## config.mk

```make
export PLATFORM = sky130hd
export DESIGN_NAME = dram_test_sequencer_flat
export DESIGN_NICKNAME = d
export VERILOG_FILES = /design/src/rtl/dram_test_sequencer_if.sv /design/src/rtl/dram_test_sequencer.sv /design/src/flat_wrapper.sv
export SDC_FILE = /design/constraint.sdc
export NUM_CORES = 1
export LEC_CHECK = 0
export ABC_AREA = 0
export BUFFER_PORTS_ARGS = -buffer_cell sky130_fd_sc_hd__clkbuf_2
export CAP_MARGIN = 5
export CORE_AREA = 3 3 259 261
export DETAILED_ROUTE_END_ITERATION = 10
export DIE_AREA = 0 0 262 264
export GPL_TIMING_DRIVEN = 0
export PLACE_DENSITY = 0.44
export SYNTH_ARGS = -nofsm -noshare
export SYNTH_HDL_FRONTEND = slang
export SYNTH_SLANG_ARGS = --single-unit
```

## constraint.sdc

```tcl
create_clock -name user_clk -period 5.01 [get_ports user_clk]
set_clock_uncertainty 0.15 [all_clocks]
set_input_delay 1.002 -clock user_clk [delete_from_list [all_inputs] [get_ports user_clk]]
set_output_delay 1.002 -clock user_clk [all_outputs]
set_load 0.03 [all_outputs]
```

## src/rtl/dram_test_sequencer_if.sv

```systemverilog
// rtl/dram_test_sequencer_if.sv - LiteDRAM native user port bundle
// Purpose: groups the native command, write-data and read-data channels
//   between the test sequencer and the litedram_core user port.
// Signals:
//   cmd_valid/cmd_ready/cmd_we/cmd_addr          command channel
//   wdata_valid/wdata_ready/wdata_we/wdata_data  write-data channel
//   rdata_valid/rdata_ready/rdata_data           read-data channel
// Modports: master = sequencer side, slave = core/memory side.
interface dram_test_sequencer_if #(
  parameter int ADDR_W = 25,
  parameter int DATA_W = 256
) ();
  logic                  cmd_valid;
  logic                  cmd_ready;
  logic                  cmd_we;
  logic [ADDR_W-1:0]     cmd_addr;
  logic                  wdata_valid;
  logic                  wdata_ready;
  logic [DATA_W/8-1:0]   wdata_we;
  logic [DATA_W-1:0]     wdata_data;
  logic                  rdata_valid;
  logic                  rdata_ready;
  logic [DATA_W-1:0]     rdata_data;

  modport master (
    output cmd_valid, cmd_we, cmd_addr,
    input  cmd_ready,
    output wdata_valid, wdata_we, wdata_data,
    input  wdata_ready,
    input  rdata_valid, rdata_data,
    output rdata_ready
  );

  modport slave (
    input  cmd_valid, cmd_we, cmd_addr,
    output cmd_ready,
    input  wdata_valid, wdata_we, wdata_data,
    output wdata_ready,
    output rdata_valid, rdata_data,
    input  rdata_ready
  );
endinterface

```

## src/rtl/dram_test_sequencer.sv

```systemverilog
// rtl/dram_test_sequencer.sv - write/read-back test controller for a LiteDRAM native port
// Purpose: writes an address-derived pattern to count consecutive native
//   addresses from base_addr, reads each back, and reports pass/fail,
//   a saturating error count and the first failing address.
// Ports:
//   user_clk, user_rst     clock, synchronous active-high reset
//   start, abort           run control (start sampled in IDLE/DONE only)
//   base_addr, count       run window, latched on start
//   native                 native user port (master side)
//   busy, done             run status
//   pass, aborted          result flags, valid while done
//   err_count              mismatching words, saturating
//   first_err_addr         address of first mismatch, 0 if none
module dram_test_sequencer #(
  parameter int          ADDR_W = 25,
  parameter int          DATA_W = 256,
  parameter logic [31:0] SEED   = 32'hA5A5_0000,
  parameter int          ERR_W  = 16
) (
  input  logic                  user_clk,
  input  logic                  user_rst,
  input  logic                  start,
  input  logic                  abort,
  input  logic [ADDR_W-1:0]     base_addr,
  input  logic [ADDR_W-1:0]     count,
  dram_test_sequencer_if.master native,
  output logic                  busy,
  output logic                  done,
  output logic                  pass,
  output logic                  aborted,
  output logic [ERR_W-1:0]      err_count,
  output logic [ADDR_W-1:0]     first_err_addr
);

  typedef enum logic [2:0] {
    S_IDLE,
    S_WR,
    S_RD_CMD,
    S_RD_DATA,
    S_DONE
  } state_t;

  state_t state, state_next;

  logic [ADDR_W-1:0] base_q;
  logic [ADDR_W-1:0] count_q;
  logic [ADDR_W-1:0] idx;
  logic              cmd_acc;
  logic              wd_acc;
  logic              abort_q;
  logic [ERR_W-1:0]  err_q;
  logic [ADDR_W-1:0] first_err_q;
  logic              pass_q;
  logic              aborted_q;

  logic [ADDR_W-1:0] cur_addr;
  logic              last_idx;
  logic              busy_c;
  logic              abort_eff;
  logic              rd_mismatch;

  logic              load;
  logic              cmd_valid_c;
  logic              cmd_we_c;
  logic              wdata_valid_c;
  logic              rdata_ready_c;
  logic              cmd_ok;
  logic              wd_ok;
  logic              wr_beat;
  logic              abort_take;
  logic              rd_beat;

  // 32-bit word {0, A} ^ SEED replicated across the data width.
  function automatic logic [DATA_W-1:0] pattern(input logic [ADDR_W-1:0] a);
    logic [31:0] w;
    w = 32'(a) ^ SEED;
    return {(DATA_W/32){w}};
  endfunction

  assign cur_addr    = base_q + idx;
  assign last_idx    = (idx == count_q - ADDR_W'(1));
  assign busy_c      = (state == S_WR) || (state == S_RD_CMD) || (state == S_RD_DATA);
  // A pulse on abort is remembered so it is honoured at the next boundary.
  assign abort_eff   = abort || abort_q;
  assign rd_mismatch = (native.rdata_data != pattern(cur_addr));

  always_ff @(posedge user_clk) begin
    if (user_rst) begin
      state <= S_IDLE;
    end else begin
      state <= state_next;
    end
  end

  always_comb begin
    state_next    = state;
    load          = 1'b0;
    cmd_valid_c   = 1'b0;
    cmd_we_c      = 1'b0;
    wdata_valid_c = 1'b0;
    rdata_ready_c = 1'b0;
    cmd_ok        = 1'b0;
    wd_ok         = 1'b0;
    wr_beat       = 1'b0;
    abort_take    = 1'b0;
    rd_beat       = 1'b0;
    case (state)
      S_IDLE, S_DONE: begin
        if (start) begin
          load       = 1'b1;
          state_next = (count == '0) ? S_DONE : S_WR;
        end
      end
      S_WR: begin
        // Boundary = no half-finished write; an abort there presents nothing new.
        if (!cmd_acc && !wd_acc && abort_eff) begin
          abort_take = 1'b1;
          state_next = S_DONE;
        end else begin
          cmd_valid_c   = !cmd_acc;
          cmd_we_c      = !cmd_acc;
          wdata_valid_c = !wd_acc;
          cmd_ok        = cmd_acc || native.cmd_ready;
          wd_ok         = wd_acc || native.wdata_ready;
          if (cmd_ok && wd_ok) begin
            wr_beat = 1'b1;
            if (last_idx) begin
              state_next = S_RD_CMD;
            end
          end
        end
      end
      S_RD_CMD: begin
        if (abort_eff) begin
          abort_take = 1'b1;
          state_next = S_DONE;
        end else begin
          cmd_valid_c = 1'b1;
          if (native.cmd_ready) begin
            state_next = S_RD_DATA;
          end
        end
      end
      S_RD_DATA: begin
        // The outstanding read is always drained; a pending abort waits.
        rdata_ready_c = 1'b1;
        if (native.rdata_valid) begin
          rd_beat    = 1'b1;
          state_next = last_idx ? S_DONE : S_RD_CMD;
        end
      end
      default: begin
        state_next = S_IDLE;
      end
    endcase
  end

  always_ff @(posedge user_clk) begin
    if (user_rst) begin
      base_q      <= '0;
      count_q     <= '0;
      idx         <= '0;
      cmd_acc     <= 1'b0;
      wd_acc      <= 1'b0;
      abort_q     <= 1'b0;
      err_q       <= '0;
      first_err_q <= '0;
      pass_q      <= 1'b0;
      aborted_q   <= 1'b0;
    end else if (load) begin
      base_q      <= base_addr;
      count_q     <= count;
      idx         <= '0;
      cmd_acc     <= 1'b0;
      wd_acc      <= 1'b0;
      abort_q     <= 1'b0;
      err_q       <= '0;
      first_err_q <= '0;
      pass_q      <= (count == '0);
      aborted_q   <= 1'b0;
    end else begin
      if (busy_c && abort) begin
        abort_q <= 1'b1;
      end
      if (state == S_WR && !abort_take) begin
        if (wr_beat) begin
          cmd_acc <= 1'b0;
          wd_acc  <= 1'b0;
          idx     <= last_idx ? '0 : idx + ADDR_W'(1);
        end else begin
          cmd_acc <= cmd_ok;
          wd_acc  <= wd_ok;
        end
      end
      if (abort_take) begin
        aborted_q <= 1'b1;
        pass_q    <= 1'b0;
      end
      if (rd_beat) begin
        if (rd_mismatch) begin
          if (err_q != '1) begin
            err_q <= err_q + ERR_W'(1);
          end
          // err_q saturates rather than wrapping, so zero means no error yet.
          if (err_q == '0) begin
            first_err_q <= cur_addr;
          end
        end
        if (last_idx) begin
          pass_q <= (err_q == '0) && !rd_mismatch;
        end else begin
          idx <= idx + ADDR_W'(1);
        end
      end
    end
  end

  assign native.cmd_valid   = cmd_valid_c;
  assign native.cmd_we      = cmd_we_c;
  assign native.cmd_addr    = cmd_valid_c ? cur_addr : '0;
  assign native.wdata_valid = wdata_valid_c;
  assign native.wdata_we    = {(DATA_W/8){wdata_valid_c}};
  assign native.wdata_data  = wdata_valid_c ? pattern(cur_addr) : '0;
  assign native.rdata_ready = rdata_ready_c;

  assign busy           = busy_c;
  assign done           = (state == S_DONE);
  assign pass           = pass_q;
  assign aborted        = aborted_q;
  assign err_count      = err_q;
  assign first_err_addr = first_err_q;

endmodule

```

## src/flat_wrapper.sv

```systemverilog
// flat-port wrapper written by rule: the top's interface ports become plain ports
module dram_test_sequencer_flat 
#(
  parameter int          ADDR_W = 25,
  parameter int          DATA_W = 256,
  parameter logic [31:0] SEED   = 32'hA5A5_0000,
  parameter int          ERR_W  = 16
)
  (user_clk, user_rst, start, abort, base_addr, count, busy, done, pass, aborted, err_count, first_err_addr, native_cmd_valid, native_cmd_we, native_cmd_addr, native_cmd_ready, native_wdata_valid, native_wdata_we, native_wdata_data, native_wdata_ready, native_rdata_valid, native_rdata_data, native_rdata_ready);
  dram_test_sequencer_if #(.ADDR_W(ADDR_W), .DATA_W(DATA_W)) native_i ();
  input  logic user_clk;
  input  logic user_rst;
  input  logic start;
  input  logic abort;
  input  logic [ADDR_W-1:0] base_addr;
  input  logic [ADDR_W-1:0] count;
  output logic busy;
  output logic done;
  output logic pass;
  output logic aborted;
  output logic [ERR_W-1:0] err_count;
  output logic [ADDR_W-1:0] first_err_addr;
  output wire logic [$bits(native_i.cmd_valid)-1:0] native_cmd_valid;
  output wire logic [$bits(native_i.cmd_we)-1:0] native_cmd_we;
  output wire logic [$bits(native_i.cmd_addr)-1:0] native_cmd_addr;
  input wire logic [$bits(native_i.cmd_ready)-1:0] native_cmd_ready;
  output wire logic [$bits(native_i.wdata_valid)-1:0] native_wdata_valid;
  output wire logic [$bits(native_i.wdata_we)-1:0] native_wdata_we;
  output wire logic [$bits(native_i.wdata_data)-1:0] native_wdata_data;
  input wire logic [$bits(native_i.wdata_ready)-1:0] native_wdata_ready;
  input wire logic [$bits(native_i.rdata_valid)-1:0] native_rdata_valid;
  input wire logic [$bits(native_i.rdata_data)-1:0] native_rdata_data;
  output wire logic [$bits(native_i.rdata_ready)-1:0] native_rdata_ready;
  assign native_cmd_valid = native_i.cmd_valid;
  assign native_cmd_we = native_i.cmd_we;
  assign native_cmd_addr = native_i.cmd_addr;
  assign native_i.cmd_ready = native_cmd_ready;
  assign native_wdata_valid = native_i.wdata_valid;
  assign native_wdata_we = native_i.wdata_we;
  assign native_wdata_data = native_i.wdata_data;
  assign native_i.wdata_ready = native_wdata_ready;
  assign native_i.rdata_valid = native_rdata_valid;
  assign native_i.rdata_data = native_rdata_data;
  assign native_rdata_ready = native_i.rdata_ready;
  dram_test_sequencer #(.ADDR_W(ADDR_W), .DATA_W(DATA_W), .SEED(SEED), .ERR_W(ERR_W)) u_core (.user_clk(user_clk), .user_rst(user_rst), .start(start), .abort(abort), .base_addr(base_addr), .count(count), .native(native_i), .busy(busy), .done(done), .pass(pass), .aborted(aborted), .err_count(err_count), .first_err_addr(first_err_addr));
endmodule
```

# --- Yosys cells after proc, flatten, opt, wreduce, memory -nomap -nowiden ---
# Index checks and enable logic that the tools add are counted.
word_totals:
  regBits: 124
  elab_cells: 95
op_classes:
  bitwise: 1
  n_eq_ne: 12
  reduce_logical: 23
  add_sub_neg: 4
  n_mux: 44
op_table:
  columns: ["cell", "count"]
  rows:
  - ["two-way mux 256 bit", 1]
  - ["!= test 256 bit", 1]
  - ["two-way mux 25 bit", 6]
  - ["two-way mux 3 bit", 9]
  - ["adder 25 x 1 -> 25 bit, second input constant", 1]
  - ["adder 25 bit", 1]
  - ["== test 25 bit", 1]
  - ["logical NOT 25 bit", 1]
  - ["two-way mux 1 bit", 25]
  - ["subtractor 25 x 1 -> 25 bit, second input constant", 1]
  - ["adder 16 x 1 -> 16 bit, second input constant", 1]
  - ["logical NOT 16 bit", 1]
  - ["!= test 16 bit, second input constant", 1]
  - ["case mux 3 bit (4 select lines)", 1]
  - ["NOT 5 -> 8 bit", 1]
  - ["== test 3 x 2 -> 1 bit, second input constant", 2]
  - ["logical AND 1 bit", 6]
  - ["!= test 3 x 2 -> 1 bit, second input constant", 2]
  - ["AND reduction 3 bit", 2]
  - ["logical OR 1 bit", 5]
  - ["AND reduction 5 bit", 1]
  - ["logical NOT 1 bit", 4]
  - ["!= test 2 bit, second input constant", 2]
  - ["case mux 1 bit (2 select lines)", 2]
  - ["other kinds (5)", 6]

# --- Longest topological paths before layout ---
depth:
  depth_word: 10
  ltp_mapped: 17
  ltp_nobuf: 14

# --- Worst setup path before layout ---
# OpenSTA, ideal clock, no wires.
synth_timing:
  path_kind: "flip-flop to output port"
  startpoint: "reg u_core.idx[0]"
  endpoint: "out native_wdata_data[116]"
  slack_ps: 91
  path_buffers: 1
  arrival_time_ps: 3767
  stages_incl_launch_ff: 10
  path_cell_list: "dfxtp_1 > ha_1 > inv_1 > fa_1 > nand2b_2 > a211oi_4 > o21a_1 > nor4b_1 > nor4_1 > buf_4"
synth_via:
  elab_chain_len: 2
synth_rtl:
  columns: ["element", "line", "rtl"]
  rows:
  - ["start, declared", "dram_test_sequencer.sv:47", "logic [ADDR_W-1:0] idx;"]
  - ["start signal, assigned", "dram_test_sequencer.sv:189", "idx <= last_idx ? '0 : idx + ADDR_W'(1);"]
  - ["start signal, assigned", "dram_test_sequencer.sv:212", "idx <= idx + ADDR_W'(1);"]
  - ["adder 25 bit", "dram_test_sequencer.sv:80", "assign cur_addr = base_q + idx;"]
  - ["two-way mux 256 bit", "dram_test_sequencer.sv:223", "assign native.wdata_data = wdata_valid_c ? pattern(cur_addr) : '0;"]
  - ["end, declared", "flat_wrapper.sv:29", "output wire logic [$bits(native_i.wdata_data)-1:0] native_wdata_data;"]
# No other way between the ends.

# --- Final worst setup path ---
layout_timing:
  startpoint: "reg u_core.base_q[0]"
  endpoint: "reg u_core.first_err_q[11] (netlist: u_core.first_err_addr[11])"
layout_via:
  elab_chain_len: 4
layout_rtl:
  columns: ["element", "line", "rtl"]
  rows:
  - ["start, declared", "dram_test_sequencer.sv:45", "logic [ADDR_W-1:0] base_q;"]
  - ["start signal, assigned", "dram_test_sequencer.sv:171", "base_q <= base_addr;"]
  - ["adder 25 bit (*)", "dram_test_sequencer.sv:80", null]
  - ["NOT 5 -> 8 bit (no source line)", null, null]
  - ["!= test 256 bit", "dram_test_sequencer.sv:85", "assign rd_mismatch = (native.rdata_data != pattern(cur_addr));"]
  - ["AND reduction 3 bit (no source line)", null, null]
  - ["end signal, assigned", "dram_test_sequencer.sv:206", "first_err_q <= cur_addr;"]
  - ["end, declared", "dram_test_sequencer.sv:52", "logic [ADDR_W-1:0] first_err_q;"]
# Every way passes the cells marked *; elsewhere a longest branch is shown, timed or not.
# A chain may end at the register's enable or synchronous reset.

==> impl_metrics.prom <==
# TYPE chip_impl_metric gauge
chip_impl_info{name="status",value="completed"} 1
chip_impl_metric{name="max_slew.worst_pin.slew",unit="ns"} 0.964
chip_impl_metric{name="worstPathMaxFanout",unit=""} 10
chip_impl_metric{name="i_o_pins",unit=""} 675
chip_impl_metric{name="cts_max_level",unit=""} 4
chip_impl_info{name="root_buffer_cell",value="clkbuf_16"} 1
chip_impl_info{name="synth.largest_area_cell",value="dfxtp_1"} 1
chip_impl_metric{name="critPathRequiredTime",unit="ns"} 5.21
chip_impl_metric{name="synthToLayoutAreaGrowth",unit="%"} 49.6
chip_impl_metric{name="mappedNetlistArea",unit="µm²"} 11600
chip_impl_metric{name="yosys.area.top_type_share",unit="%"} 21.4
chip_impl_metric{name="die_y",unit="µm"} 264
chip_impl_metric{name="cellLeakagePower",unit="nW"} 8.36
chip_impl_metric{name="maxCapViolCount",unit=""} 0
chip_impl_metric{name="hpwl",unit="µm"} 58700
chip_impl_metric{name="timing.critical_path.slowest_cell_delay",unit="ns"} 0.51
chip_impl_metric{name="r2r_setup_slack",unit="ns"} 0.13
chip_impl_metric{name="avgRoutedWirePerCell",unit="µm"} 21.3
chip_impl_info{name="worst_r2r_endpoint",value="u_core.first_err_addr[11]"} 1
chip_impl_info{name="crit_type",value="reg -> reg"} 1
chip_impl_info{name="crit_path_end_kind",value="flop"} 1
chip_impl_metric{name="clk_latency",unit="ns"} 0.45
chip_impl_metric{name="globalRouteTotalUtil",unit="%"} 18.6
chip_impl_info{name="min-delay-path-class",value="reg -> reg"} 1
chip_impl_metric{name="maxSlewViolCount",unit=""} 0
chip_impl_metric{name="global_route_wire_length_before_repair",unit="µm"} 93900
chip_impl_metric{name="layout_cells_sized_above_1",unit="%"} 45.3
chip_impl_metric{name="syn-instance-count",unit=""} 1624
chip_impl_metric{name="timing.hold.ws",unit="ns"} 0.307
chip_impl_metric{name="worst-r2r-cell-count",unit=""} 19
chip_impl_metric{name="synthDistinctLibCells",unit=""} 80
chip_impl_metric{name="drt.antenna.violating_nets",unit=""} 0
chip_impl_metric{name="clk_transition_reported_paths",unit="ns"} 0.07
chip_impl_info{name="grt_setup_unrepaired",value="no"} 1
chip_impl_metric{name="period_needed",unit="ns"} 4.88
chip_impl_metric{name="firstDrtPassIters",unit=""} 6
chip_impl_metric{name="place.gp.congestion",unit=""} 0.863
chip_impl_info{name="cts_tree",value="yes"} 1
chip_impl_metric{name="finish_stage_setup_viols",unit=""} 0
chip_impl_metric{name="final_util",unit="%"} 26.9
chip_impl_info{name="worstPathCellList",value="ha_4, inv_1, fa_2, nand2b_4, a211oi_4, buf_12, o211a_4, o211ai_4, and3_4, or4_1, a2111o_1, nand4b_1, buf_4, or4_4, buf_12, and2_4, buf_6, buf_6, a21o_1"} 1
chip_impl_metric{name="initial_core_util",unit="%"} 18.0
chip_impl_metric{name="timing.critical_path.buf_inv",unit=""} 6
chip_impl_metric{name="synth.yosys.seq_area_share",unit="%"} 21.4
chip_impl_metric{name="fp.dieArea",unit="µm²"} 69200
chip_impl_metric{name="max-clock-path-buffers",unit=""} 2
chip_impl_metric{name="post_drt_via_cell_ratio",unit=""} 4.46
chip_impl_metric{name="numPortBuffers",unit=""} 642
chip_impl_metric{name="die_x",unit="µm"} 262
chip_impl_metric{name="grt-ovfl-total",unit=""} 0
chip_impl_metric{name="cts_inserted_buffers",unit=""} 17
chip_impl_metric{name="power_per_cell_area",unit="nW/µm²"} 271
chip_impl_info{name="critPathSlowestCell",value="or4_1"} 1
chip_impl_info{name="cp-startpoint",value="u_core.base_q[0]"} 1
chip_impl_metric{name="design_power_total",unit="mW"} 4.71
chip_impl_metric{name="timing.hold.worst_path_depth",unit=""} 2
chip_impl_info{name="dominant_cells_by_area_after_synthesis",value="dfxtp_1 21%, buf_4 17%, nand2_1 7.0%"} 1
chip_impl_info{name="crit_family",value="simple AND/OR/NAND/NOR gates"} 1
chip_impl_info{name="yosys.cell_count.top_type",value="buf_4"} 1
chip_impl_metric{name="synth.avg_cell_area",unit="µm²"} 7.15
chip_impl_metric{name="dpl_cell_area",unit="µm²"} 16100
chip_impl_metric{name="critical_path_cell_count",unit=""} 19
chip_impl_metric{name="num_rows",unit=""} 93
chip_impl_info{name="synth_commonest_cells",value="263 x buf_4, 217 x nand2_1, 140 x nor2_1"} 1
chip_impl_metric{name="report.final.hold_viol_count",unit=""} 0
chip_impl_info{name="setup.worst_path.end",value="u_core.first_err_addr[11]"} 1
chip_impl_metric{name="period_utilisation_layout",unit="%"} 97.4
chip_impl_info{name="critical_path.startpoint_type",value="flop"} 1
chip_impl_metric{name="antenna_found_initial",unit=""} 9
chip_impl_info{name="worst_r2r_startpoint",value="u_core.base_q[0]"} 1
chip_impl_metric{name="vias",unit=""} 14300
chip_impl_metric{name="vdd_drop_max",unit="µV"} 220
chip_impl_metric{name="fp.coreArea",unit="µm²"} 64700
chip_impl_metric{name="clock_sinks",unit=""} 124
chip_impl_metric{name="total_of_flip_flops_plus_latches_after_synthesis",unit=""} 124
chip_impl_metric{name="number_of_drc_markers_after_the_initial_detailed_route_iteration",unit=""} 736
chip_impl_metric{name="grt_max_degree",unit=""} 38
chip_impl_metric{name="route.detailed.drc",unit=""} 0
chip_impl_metric{name="drt_wirelength",unit="µm"} 68300
chip_impl_metric{name="critical_path_arrival",unit="ns"} 5.08
chip_impl_metric{name="synth_warnings",unit=""} 0
chip_impl_metric{name="n_fill_cell",unit=""} 7234
chip_impl_metric{name="synth_enable_flop_cells",unit=""} 0
chip_impl_metric{name="slew_headroom",unit="%"} 35.5
chip_impl_metric{name="first_global_vias",unit=""} 13800
chip_impl_metric{name="layout.cell_area.non_filler",unit="µm²"} 17400
chip_impl_metric{name="nets",unit=""} 2685
chip_impl_info{name="synth_flop_cell",value="dfxtp_1"} 1
chip_impl_metric{name="async_flop_share",unit="%"} 0
chip_impl_metric{name="timing.fmax",unit="MHz"} 205
chip_impl_metric{name="hold_buffer_count_at_cts",unit=""} 0
## how the worst min path moves through the flow
stage,start,to
finish,u_core.first_err_addr[14],u_core.first_err_addr[14]
global route,u_core.first_err_addr[5],u_core.first_err_addr[5]
CTS,u_core.first_err_addr[12],u_core.first_err_addr[12]
detailed placement,u_core.first_err_addr[22],u_core.first_err_addr[22]
global placement,u_core.first_err_addr[14],u_core.first_err_addr[14]
floorplan,u_core.abort_q,u_core.abort_q
## tightest hold or removal path: stages, from the launching register on
cell	delay [ns]
dfxtp_1	0.31
nand2_1	0.06
o21ai_1	0.05
## final cells by class
type | count | area, µm² | area share [%]
Tap cell | 855 | 1070 | 6.16
Clock buffer | 17 | 425 | 2.45
Multi-Input combinational cell | 1188 | 7340 | 42.2
Sequential cell | 124 | 2500 | 14.4
Inverter | 22 | 85.1 | 0.490
Antenna cell | 2 | 5.00 | 0.0288
Timing Repair Buffer | 671 | 3510 | 20.2
Buffer | 319 | 2240 | 12.9
Clock inverter | 15 | 200 | 1.15
## cells by family (layout without fill, tap and decap cells)
kind of cell | count (synthesis) | count (layout) | synth area share [%]
DFF | 124 | 124 | 21.4
buffers and inverters | 343 | 1044 | 19.9
xor gates and xnor gates | 48 | 48 | 3.62
adders and majority gates | 29 | 29 | 3.19
muxes | 35 | 35 | 3.07
and+or+nand+nor | 716 | 716 | 31.0
AOI/OAI and AO/OA | 328 | 328 | 17.8
other | 1 | 34 | 0.0323
## per-stage QoR
step,setup slack [ns],setup TNS [ns],std cells
global route,0.000275,0,3213
CTS,-0.0168,-0.0168,3198
global placement,-2.38,-200.43,3152
floorplan,0.0913,0,1655
detailed placement,-2.38,-147.49,3160
finish,0.129,0,3213
## registers in the layout, summed over array words and instances, names as in the netlist
register,flops
u_core.abort_q,1
u_core.aborted,1
u_core.base_q,25
u_core.cmd_acc,1
u_core.count_q,25
u_core.err_count,16
u_core.first_err_addr,25
u_core.idx,25
u_core.pass,1
u_core.state,3
u_core.wd_acc,1
## layout by cell type (no fill, tap or decap), drive strengths merged, types with 4 or more instances in the layout
cell type and n:
dfxtp 124, nand4 55, and4 6, clkbuf 708, mux2i 33, inv 30
xor2 22, and3 36, or4 30, buf 299, xnor2 26, o31ai 12
nor3 34, o21a 10, a211o 5, nand2 217, nor2 142, a21oi 105
a22oi 6, a31o 4, a21o 10, o41ai 4, conb 32, a211oi 13
ha 28, and2 14, o22ai 4, a31oi 10, nor4 43, o21ai 92
nand3 65, o211ai 19, nor4b 8, nor4bb 7, nand2b 10, nor2b 7
or2 8, or3 22
## routing by layer
layer  routed length (µm)  global-route usage [%]  vias up
li1                     -                       -     7015
met1                27900                    22.1     6793
met2                34800                    33.8      460
met3                 4500                    4.09       68
met4                 1130                    4.38       10
met5                   52                       0        -
## repair_timing
action                                  in CTS  in global routing
endpoints found under the setup margin     268                121
buffers inserted                             7                 14
gates cloned                                 0                  0
gates resized for setup                     66                 37
pin swaps                                   11                 15
## where the power goes
| part | switching, mW | leakage, nW | internal [mW] | total, mW |
|---|---|---|---|---|
| registers | 0.0797 | 1.01 | 1.05 | 1.13 |
| logic | 1.44 | 7.04 | 0.782 | 2.22 |
| clock network | 0.551 | 0.301 | 0.801 | 1.35 |
| total | 2.07 | 8.36 | 2.63 | 4.71 |
No activity file was read; power rests on OpenSTA's default activity.
